===== config.mk =====
export PLATFORM = sky130hd
export DESIGN_NAME = tlo_thi_clk_gen
export DESIGN_NICKNAME = d
export VERILOG_FILES = /design/src/rtl/tlo_thi_clk_gen.sv
export SDC_FILE = /design/constraint.sdc
export NUM_CORES = 1
export LEC_CHECK = 0
export CORE_UTILIZATION = 43
export CTS_CLUSTER_SIZE = 14
export DETAILED_ROUTE_END_ITERATION = 12
export GPL_TIMING_DRIVEN = 0
export HOLD_SLACK_MARGIN = 0.02
export PLACE_DENSITY_LB_ADDON = 0.25
export REMOVE_ABC_BUFFERS = 1
export SYNTH_ARGS = -nofsm -noshare
export SYNTH_HDL_FRONTEND = slang
export SYNTH_SLANG_ARGS = --single-unit

===== constraint.sdc =====
create_clock -name emu_clk -period 3.5 [get_ports emu_clk]
set_clock_uncertainty 0.2 [all_clocks]
set_input_delay 0.525 -clock emu_clk [delete_from_list [all_inputs] [get_ports emu_clk]]
set_output_delay 0.525 -clock emu_clk [all_outputs]
set_load 0.005 [all_outputs]

===== src/rtl/tlo_thi_clk_gen.sv =====
// Emulated clock generator: requests timesteps so that every clk_o edge lands
// exactly on an emulator timestep boundary, alternating low/high phase durations.
module tlo_thi_clk_gen #(
    parameter int DT_WIDTH = 32
) (
    input  logic                emu_clk,
    input  logic                emu_rst,
    input  logic [DT_WIDTH-1:0] t_lo,
    input  logic [DT_WIDTH-1:0] t_hi,
    input  logic [DT_WIDTH-1:0] emu_dt,
    output logic [DT_WIDTH-1:0] dt_req,
    output logic                clk_o,
    output logic [15:0]         edge_cnt,
    output logic                err_o
);

    logic [DT_WIDTH-1:0] rem_q, rem_d;
    logic                clk_q, clk_d;
    logic [15:0]         edge_cnt_q, edge_cnt_d;
    logic                err_q, err_d;

    // A zero duration would request a zero timestep and stall the emulator.
    function automatic logic [DT_WIDTH-1:0] clamp_dur(input logic [DT_WIDTH-1:0] t);
        return (t == '0) ? DT_WIDTH'(1) : t;
    endfunction

    always_comb begin
        rem_d      = rem_q;
        clk_d      = clk_q;
        edge_cnt_d = edge_cnt_q;
        err_d      = err_q;
        if (emu_dt < rem_q) begin
            rem_d = rem_q - emu_dt;
        end else begin
            // Overshoot is flagged, but the edge still happens and the excess is dropped.
            if (emu_dt > rem_q) begin
                err_d = 1'b1;
            end
            clk_d      = ~clk_q;
            edge_cnt_d = edge_cnt_q + 16'd1;
            rem_d      = clk_q ? clamp_dur(t_lo) : clamp_dur(t_hi);
        end
    end

    always_ff @(posedge emu_clk) begin
        if (emu_rst) begin
            rem_q      <= clamp_dur(t_lo);
            clk_q      <= 1'b0;
            edge_cnt_q <= 16'd0;
            err_q      <= 1'b0;
        end else begin
            rem_q      <= rem_d;
            clk_q      <= clk_d;
            edge_cnt_q <= edge_cnt_d;
            err_q      <= err_d;
        end
    end

    assign dt_req   = rem_q;
    assign clk_o    = clk_q;
    assign edge_cnt = edge_cnt_q;
    assign err_o    = err_q;

endmodule

After elaboration in Yosys (flattened, before gate mapping). Cells that the tools add are included.

Input bits: 98. Logic and storage cells: 18. Register bits after elaboration: 50.

Magnitude comparators: 2. Bitwise logic cells: 2. Multiplexer cells: 5. Reduce and logical (&&, ||, !) cells: 3. Add/sub/neg operators: 2.

Operators by type and width (count): $mux W32 (5); $logic_not A32 Y1 (2); $gt A32 B32 Y1 (1); $lt A32 B32 Y1 (1); $sub A32 B32 Y32 (1); $add A16 B1 Y16 const B (1); $not A1 Y1 (2); $reduce_and A2 Y1 (1).

Depth between registers and ports, before layout. Gate-level depths: netlist (run 1).

Word-level depth: 5. Gate-level depth with buffers: 13. Depth with buffers taken out: 11.

Worst setup path after synthesis (run 1). OpenSTA, ideal clock, no wires.

Kind: input port to flip-flop. From: input port emu_dt[0]. To: register rem_q[10], in the netlist dt_req[10]. Path slack: 0.355 ns. Library setup time: 0.125 ns. Data required time: 3.175 ns. Cell stages on the path: 12. Arrival: 2.820 ns. Cell sequence: ha_1 > fa_1 > nor2b_1 > o31a_1 > o211a_1 > o21a_2 > o221ai_2 > a21oi_2 > buf_2 > buf_2 > mux2i_1 > o2bb2ai_1.

Longest elaborated chain between the ends: 3. Elaborated cells on any way between the ends: 4. Those cells by class: add/sub (1); order compare (1); mux (2).

Ends and longest elaborated chain: start: declaration (line 10) `input logic [DT_WIDTH-1:0] emu_dt,`; $sub A32 B32 Y32 or $lt A32 B32 Y1 (tied branches) (line 33, 32); $mux W32 (*) (line 32) `if (emu_dt < rem_q) begin`; $mux W32 (*) (line 46) `if (emu_rst) begin`; end signal: assignment (line 47) `rem_q <= clamp_dur(t_lo);`; end signal: assignment (line 52) `rem_q <= rem_d;`; end: declaration (line 17) `logic [DT_WIDTH-1:0] rem_q, rem_d;`.

Every way passes the cells marked *; elsewhere a longest branch is shown, timed or not. A chain may end at the register's enable or synchronous reset.

Final worst setup path (run 1).
From: input port emu_dt[2]. To: register edge_cnt_q[14], in the netlist edge_cnt[14].

Longest elaborated chain between the ends: 1.

Ends and longest elaborated chain: $lt A32 B32 Y1 (line 32); end signal: assignment (line 54) `edge_cnt_q <= edge_cnt_d;`; end: declaration (line 19) `logic [15:0] edge_cnt_q, edge_cnt_d;`.

No other way between the ends.

==> impl_metrics.py, run 1 <==
metrics = {
    "status": {
        "status": "finished, final reports clean",
    },
    "logic_synthesis": {
        "postSynthAreaPerCell_um2": 7.84,
        "netlist-cell-type-count": 59,
        "yosysTopAreaCell": "dfxtp_1",
        "yosys_most_used_dff": "dfxtp_1",
        "synthTopCellsByArea": "dfxtp_1 (23%), ha_1 (9.6%), mux2i_1 (5.3%), a21oi_1 (5.2%), inv_1 (4.0%)",
        "synth.cell_area_um2": 4310,
        "synthArstFlopShare_pct": 0,
        "ys_seq_area_share_pct": 23.2,
        "synth_cells": 550,
        "ys_ff_latch": 50,
        "synth_warnings": 0,
        "yosysTopAreaCellShare_pct": 23.2,
        "synth_edf_count": 0,
    },
    "route": {
        "initialDrtViolationCount": 223,
        "vias": 4896,
        "detail_route.first_pass.iterations": 8,
        "ant_nets": 0,
        "wl_per_cell_um": 17.4,
        "totalWireLength_mm": 14.7,
        "drc": 0,
        "viasPerCell": 5.80,
    },
    "sta": {
        "layout_setup_ws_ns": 0.0657,
        "period_share_pct": 98.1,
        "finalHoldViolations": 0,
        "min_period_ns": 3.43,
        "drv_slew": 0,
        "finalSetupViolations": 0,
        "tightestPinTransition_ns": 1.32,
        "relSlewSlack_pct": 11.7,
        "fmax_mhz": 291,
    },
    "die": {
        "io_pins": 148,
        "coreArea_um2": 9730,
        "die_h_um": 102,
        "die_area_um2": 10400,
        "initial_utilization_pct": 44.3,
        "die_x_um": 102,
        "row_count": 36,
    },
    "clocking": {
        "htreeDepth": 2,
        "clock_latency_ns": 0.32,
        "cts_root_buffer": "clkbuf_8",
        "cts_buffer_depth": 2,
        "cts_hold_buf": 0,
        "clk_pin_slew_worst_paths_ns": 0.11,
        "cts_tree": "done",
        "numCtsBuffers": 5,
        "cts_sinks": 50,
    },
    "place": {
        "place_congestion": 0.913,
        "dp_hpwl_mm": 10.9,
        "dp_slack_ns": -1.22,
        "numPortBuffers": 147,
        "placedCellCount": 813,
    },
    "grt": {
        "grt_pass1_wl_mm": 22.2,
        "grt_pass1_vias": 4648,
        "antenna_found_initial": 0,
        "overflow": 0,
        "grt_max_degree": 48,
        "grt_use_total_pct": 27.4,
    },
    "critical_path": {
        "critPathKind": "input port to register",
        "worstPathArrival_ns": 3.49,
        "required_ns": 3.56,
        "r2r_slack_ns": 0.23,
        "startpoint_type": "input port",
        "endpoint_kind": "register",
        "path_max_fanout": 18,
    },
    "cells_and_area": {
        "fillers": 836,
        "ff_latch_area_um2": 1000,
        "finalNonFillerCells": 844,
        "antennaDiodeCount": 0,
        "multi_input_area_um2": 3240,
        "final_nets": 842,
        "drive_gt1_share_pct": 11.4,
        "syn_to_final_growth_pct": 49.7,
    },
    "pwr": {
        "power.density_nw_per_um2": 755,
        "peakVddDrop_mv": 0.411,
        "leakage_nw": 2.60,
    },
    "min_path": {
        "hold_class": "register to register",
    },
    "run": {
        "cap_violations": 0,
    },
}
## where the power goes
part	switching, mW	total (mW)	internal, mW
Clock	0.243	0.392	0.149
Combinational	1.75	3.52	1.77
Sequential	0.187	0.960	0.774
## through the flow
stage               hold slack, ns  util [%]  area (um^2)  setup TNS [ns]  total power, mW
floorplan                    0.260         -         4210          -32.40             2.93
global placement             0.257      60.1         5840         -108.35             3.94
detailed placement           0.277      61.0         5940          -44.56             4.08
CTS                          0.293      64.5         6280               0             4.70
global route                 0.315      66.3         6450          -0.334             5.22
finish                       0.297      66.3         6450               0             4.87
## worst paths after layout
kind | startpoint | endpoint | cells after the start
worst max register to register | dt_req[0]$_DFF_P_ | dt_req[25]$_DFF_P_ | 14
worst max-delay path | emu_dt[2] | edge_cnt[14]$_SDFFE_PP0N_ | 13
worst min register to register | edge_cnt[15]$_SDFFE_PP0N_ | edge_cnt[15]$_SDFFE_PP0N_ | 2
worst min-delay path | edge_cnt[15]$_SDFFE_PP0N_ | edge_cnt[15]$_SDFFE_PP0N_ | 2
## layer usage
layer | share of wire (%) | GRT usage, % | up-vias
li1 | - | - | 2380
met1 | 42 | 32.9 | 2276
met2 | 48 | 47.5 | 198
met3 | 6.0 | 4.65 | 40
met4 | 3.3 | 12.3 | 2
met5 | 0.18 | 1.92 | -
## worst max-delay path, cell delays in order
cell and delay (ns):
clkdlybuf4s50_1 0.47, inv_2 0.05, ha_4 0.21, nor2b_2 0.15
o31a_1 0.31, o211a_1 0.26, o21a_4 0.25, o221ai_4 0.20
a21oi_4 0.11, clkbuf_16 0.17, buf_16 0.14, or4_4 0.50
a21oi_1 0.14
## final cells by class
| cell class | instances | share of cell area (%) |
|---|---|---|
| Clock buffer | 5 | 1.07 |
| Sequential cell | 50 | 15.5 |
| Clock inverter | 3 | 0.446 |
| Inverter | 46 | 2.68 |
| Tap cell | 133 | 2.58 |
| Multi-Input combinational cell | 433 | 50.3 |
| Timing Repair Buffer | 174 | 27.5 |
## cells in the final DEF (no fill, tap or decap), drive strengths merged, types with 4 or more instances in the layout
cell             n
xor2             9
clkdlybuf4s50  145
a221o            5
clkbuf           7
nand4           14
or4             10
and4             5
o2bb2ai         16
o21a             8
xnor2           17
o31ai           11
a21o            12
o22ai            4
mux2i           23
a221oi           4
inv             47
and3             5
nand2b           4
or2              4
o21ai           24
nor3             9
a21oi           46
nor2b           24
nand2           25
nor4            18
buf             26
dfxtp           50
nor2            42
nand3           13
a31oi            6
o31a             4
ha              33
or3              7
## what timing repair did
action                     4_1_cts  5_1_grt
gates cloned                     0        1
setup endpoints to repair       47       38
buffers inserted                14        8
pin swaps                        7       18
gates resized for setup         21       27
## synthesized netlist by cell type, types with 13 or more instances
master,number
dfxtp_1,50
nand3_1,13
nor2_1,41
mux2i_1,23
xnor2_1,17
a21oi_1,45
o21ai_0,22
ha_1,33
nand2_1,25
inv_1,46
nor2b_1,24
nor4_1,18
nand4_1,14
o2bb2ai_1,16
## logic make-up after synthesis
| logic type | count (synthesis) | share of synthesized area, % |
|---|---|---|
| AO/OA/AOI/OAI | 164 | 26.4 |
| XOR/XNOR | 26 | 5.28 |
| adder cells (fa/ha/maj) | 34 | 10.0 |
| buffers and inverters | 67 | 6.42 |
| flip-flops | 50 | 23.2 |
| multiplexers | 24 | 5.60 |
| AND/OR/NAND/NOR | 185 | 23.1 |
## sequential cells by signal, indices dropped and copies added (netlist names)
name and cells:
err_o 1, clk_o 1, edge_cnt 16, dt_req 32
Power figures use the tool's default switching activity.
==> inputs of run 2 (changes only) <==
--- a/config.mk
+++ b/config.mk
@@ -10,6 +10,7 @@
 export DETAILED_ROUTE_END_ITERATION = 12
 export GPL_TIMING_DRIVEN = 0
 export HOLD_SLACK_MARGIN = 0.02
+export MAX_ROUTING_LAYER = met4
 export PLACE_DENSITY_LB_ADDON = 0.25
 export REMOVE_ABC_BUFFERS = 1
 export SYNTH_ARGS = -nofsm -noshare
==> impl_metrics.py, run 2 (synthesis results as in run 1) <==
metrics = {
    "cells_and_area": {
        "final_cell_mix": "clkdlybuf4s50_1 (144), dfxtp_1 (50), inv_1 (45)",
        "ff_latch_area_um2": 1000,
        "antennaDiodeCount": 0,
        "final_nets": 843,
        "multi_input_area_um2": 3330,
        "largest_register_ffs": 32,
        "syn_to_final_growth_pct": 52.3,
        "finalNonFillerCells": 845,
        "drive_gt1_share_pct": 12.6,
        "fillers": 846,
        "layout_commonest_cell": "clkdlybuf4s50_1",
    },
    "pwr": {
        "leakage_nw": 2.63,
        "power.density_nw_per_um2": 764,
        "power_mw": 5.02,
        "peakVddDrop_mv": 0.500,
    },
    "route": {
        "wl_per_cell_um": 17.8,
        "viasPerCell": 5.76,
        "drc": 0,
        "maxUsedRoutingLayer": "met4",
        "wl_met1_mm": 6.39,
        "detail_route.first_pass.iterations": 5,
        "totalWireLength_mm": 15.0,
        "initialDrtViolationCount": 241,
        "met2_length_mm": 7.34,
        "wl_met3_um": 816,
        "ant_nets": 0,
        "vias": 4868,
    },
    "clocking": {
        "clock_latency_ns": 0.32,
        "numCtsBuffers": 5,
        "htreeDepth": 2,
        "cts_sinks": 50,
        "cts_hold_buf": 0,
        "clk_pin_slew_worst_paths_ns": 0.11,
        "cts_root_buffer": "clkbuf_8",
        "cts_tree": "done",
        "cts_buffer_depth": 2,
    },
    "place": {
        "numPortBuffers": 147,
        "dp_slack_ns": -1.20,
        "dp_hpwl_mm": 10.7,
        "placedCellCount": 811,
        "place_congestion": 0.922,
    },
    "die": {
        "io_pins": 148,
        "die_h_um": 102,
        "die_area_um2": 10400,
        "die_x_um": 102,
        "coreArea_um2": 9730,
        "initial_utilization_pct": 44.3,
        "row_count": 36,
    },
    "grt": {
        "grt_use_total_pct": 28.7,
        "grt_pass1_vias": 4714,
        "grt_pass1_wl_mm": 22.7,
        "overflow": 0,
        "antenna_found_initial": 0,
        "grt_max_degree": 48,
    },
    "sta": {
        "drv_slew": 0,
        "layout_setup_ws_ns": 0.0552,
        "period_share_pct": 98.4,
        "finalHoldViolations": 0,
        "tightestPinTransition_ns": 1.39,
        "finalSetupViolations": 0,
        "min_period_ns": 3.44,
        "hold_ws_ns": 0.320,
        "relSlewSlack_pct": 6.89,
        "fmax_mhz": 290,
    },
    "critical_path": {
        "required_ns": 3.46,
        "critPathKind": "input port to register",
        "path_max_fanout": 16,
        "worstPathArrival_ns": 3.41,
        "endpoint_kind": "register",
        "startpoint_type": "input port",
    },
    "status": {
        "status": "finished, final reports clean",
    },
    "min_path": {
        "hold_class": "register to register",
    },
    "run": {
        "cap_violations": 0,
    },
}
[run 2: cell types whose count changed in the layout (fill, tap and decap cells not counted), sizes merged]
cell           before  now
clkbuf              7    8
dlymetal6s2s        1    2
clkinv              2    1
inv                47   48
clkdlybuf4s50     145  144
[run 2: area by class of cell]
type | count | share of cell area, %
repair buffers | 175 | 27.4
flip-flops and latches | 50 | 15.2
inverters | 46 | 2.63
multi-input cells | 433 | 50.7
well taps | 133 | 2.53
clock buffers | 5 | 1.05
clock inverters | 3 | 0.400
[run 2: power by group]
group / internal (mW) / switching, mW / leakage [nW]
clock network: 0.148 / 0.234 / 0.0491
logic: 1.87 / 1.78 / 2.16
registers: 0.774 / 0.203 / 0.416
[run 2: metrics by stage]
step	setup TNS [ns]	instance area (um^2)	util [%]
after floorplan	-32.40	4210	-
after global placement	-108.49	5840	60.1
after detailed placement	-45.72	5910	60.8
after CTS	0	6300	64.8
after global routing	-0.0370	6570	67.5
final	0	6570	67.5
[run 2: layer usage]
metal,GRT usage [%],vias to the layer above
li1,-,2383
met1,34.8,2267
met2,49.0,184
met3,3.90,34
met4,9.34,0
met5,-,-
[run 2: path summary, 6_finish.rpt]
kind / from / end / slack [ns] / cells after the start
setup / recovery: emu_dt[1] / edge_cnt[15]$_SDFFE_PP0N_ / 0.06 / 13
setup reg to reg: dt_req[0]$_DFF_P_ / edge_cnt[15]$_SDFFE_PP0N_ / 0.25 / 14
hold reg to reg: edge_cnt[14]$_SDFFE_PP0N_ / edge_cnt[14]$_SDFFE_PP0N_ / 0.32 / 2
hold / removal: edge_cnt[14]$_SDFFE_PP0N_ / edge_cnt[14]$_SDFFE_PP0N_ / 0.32 / 2
[run 2: repair_timing]
| item | 4_1_cts | 5_1_grt |
|---|---|---|
| resized for setup | 28 | 32 |
| gates cloned | 0 | 2 |
| setup endpoints to repair | 49 | 39 |
| pin swaps | 9 | 20 |
| buffers inserted | 18 | 7 |
[run 2: worst max-delay path: stages]
cell and delay [ns]:
clkdlybuf4s50_1 0.53, fa_2 0.24, nor2b_2 0.05, o31a_1 0.31, o211a_1 0.26, o21a_4 0.25
o221ai_4 0.22, a21oi_4 0.10, clkbuf_16 0.18, buf_12 0.13, clkbuf_16 0.17, o31ai_1 0.35
a21oi_2 0.10
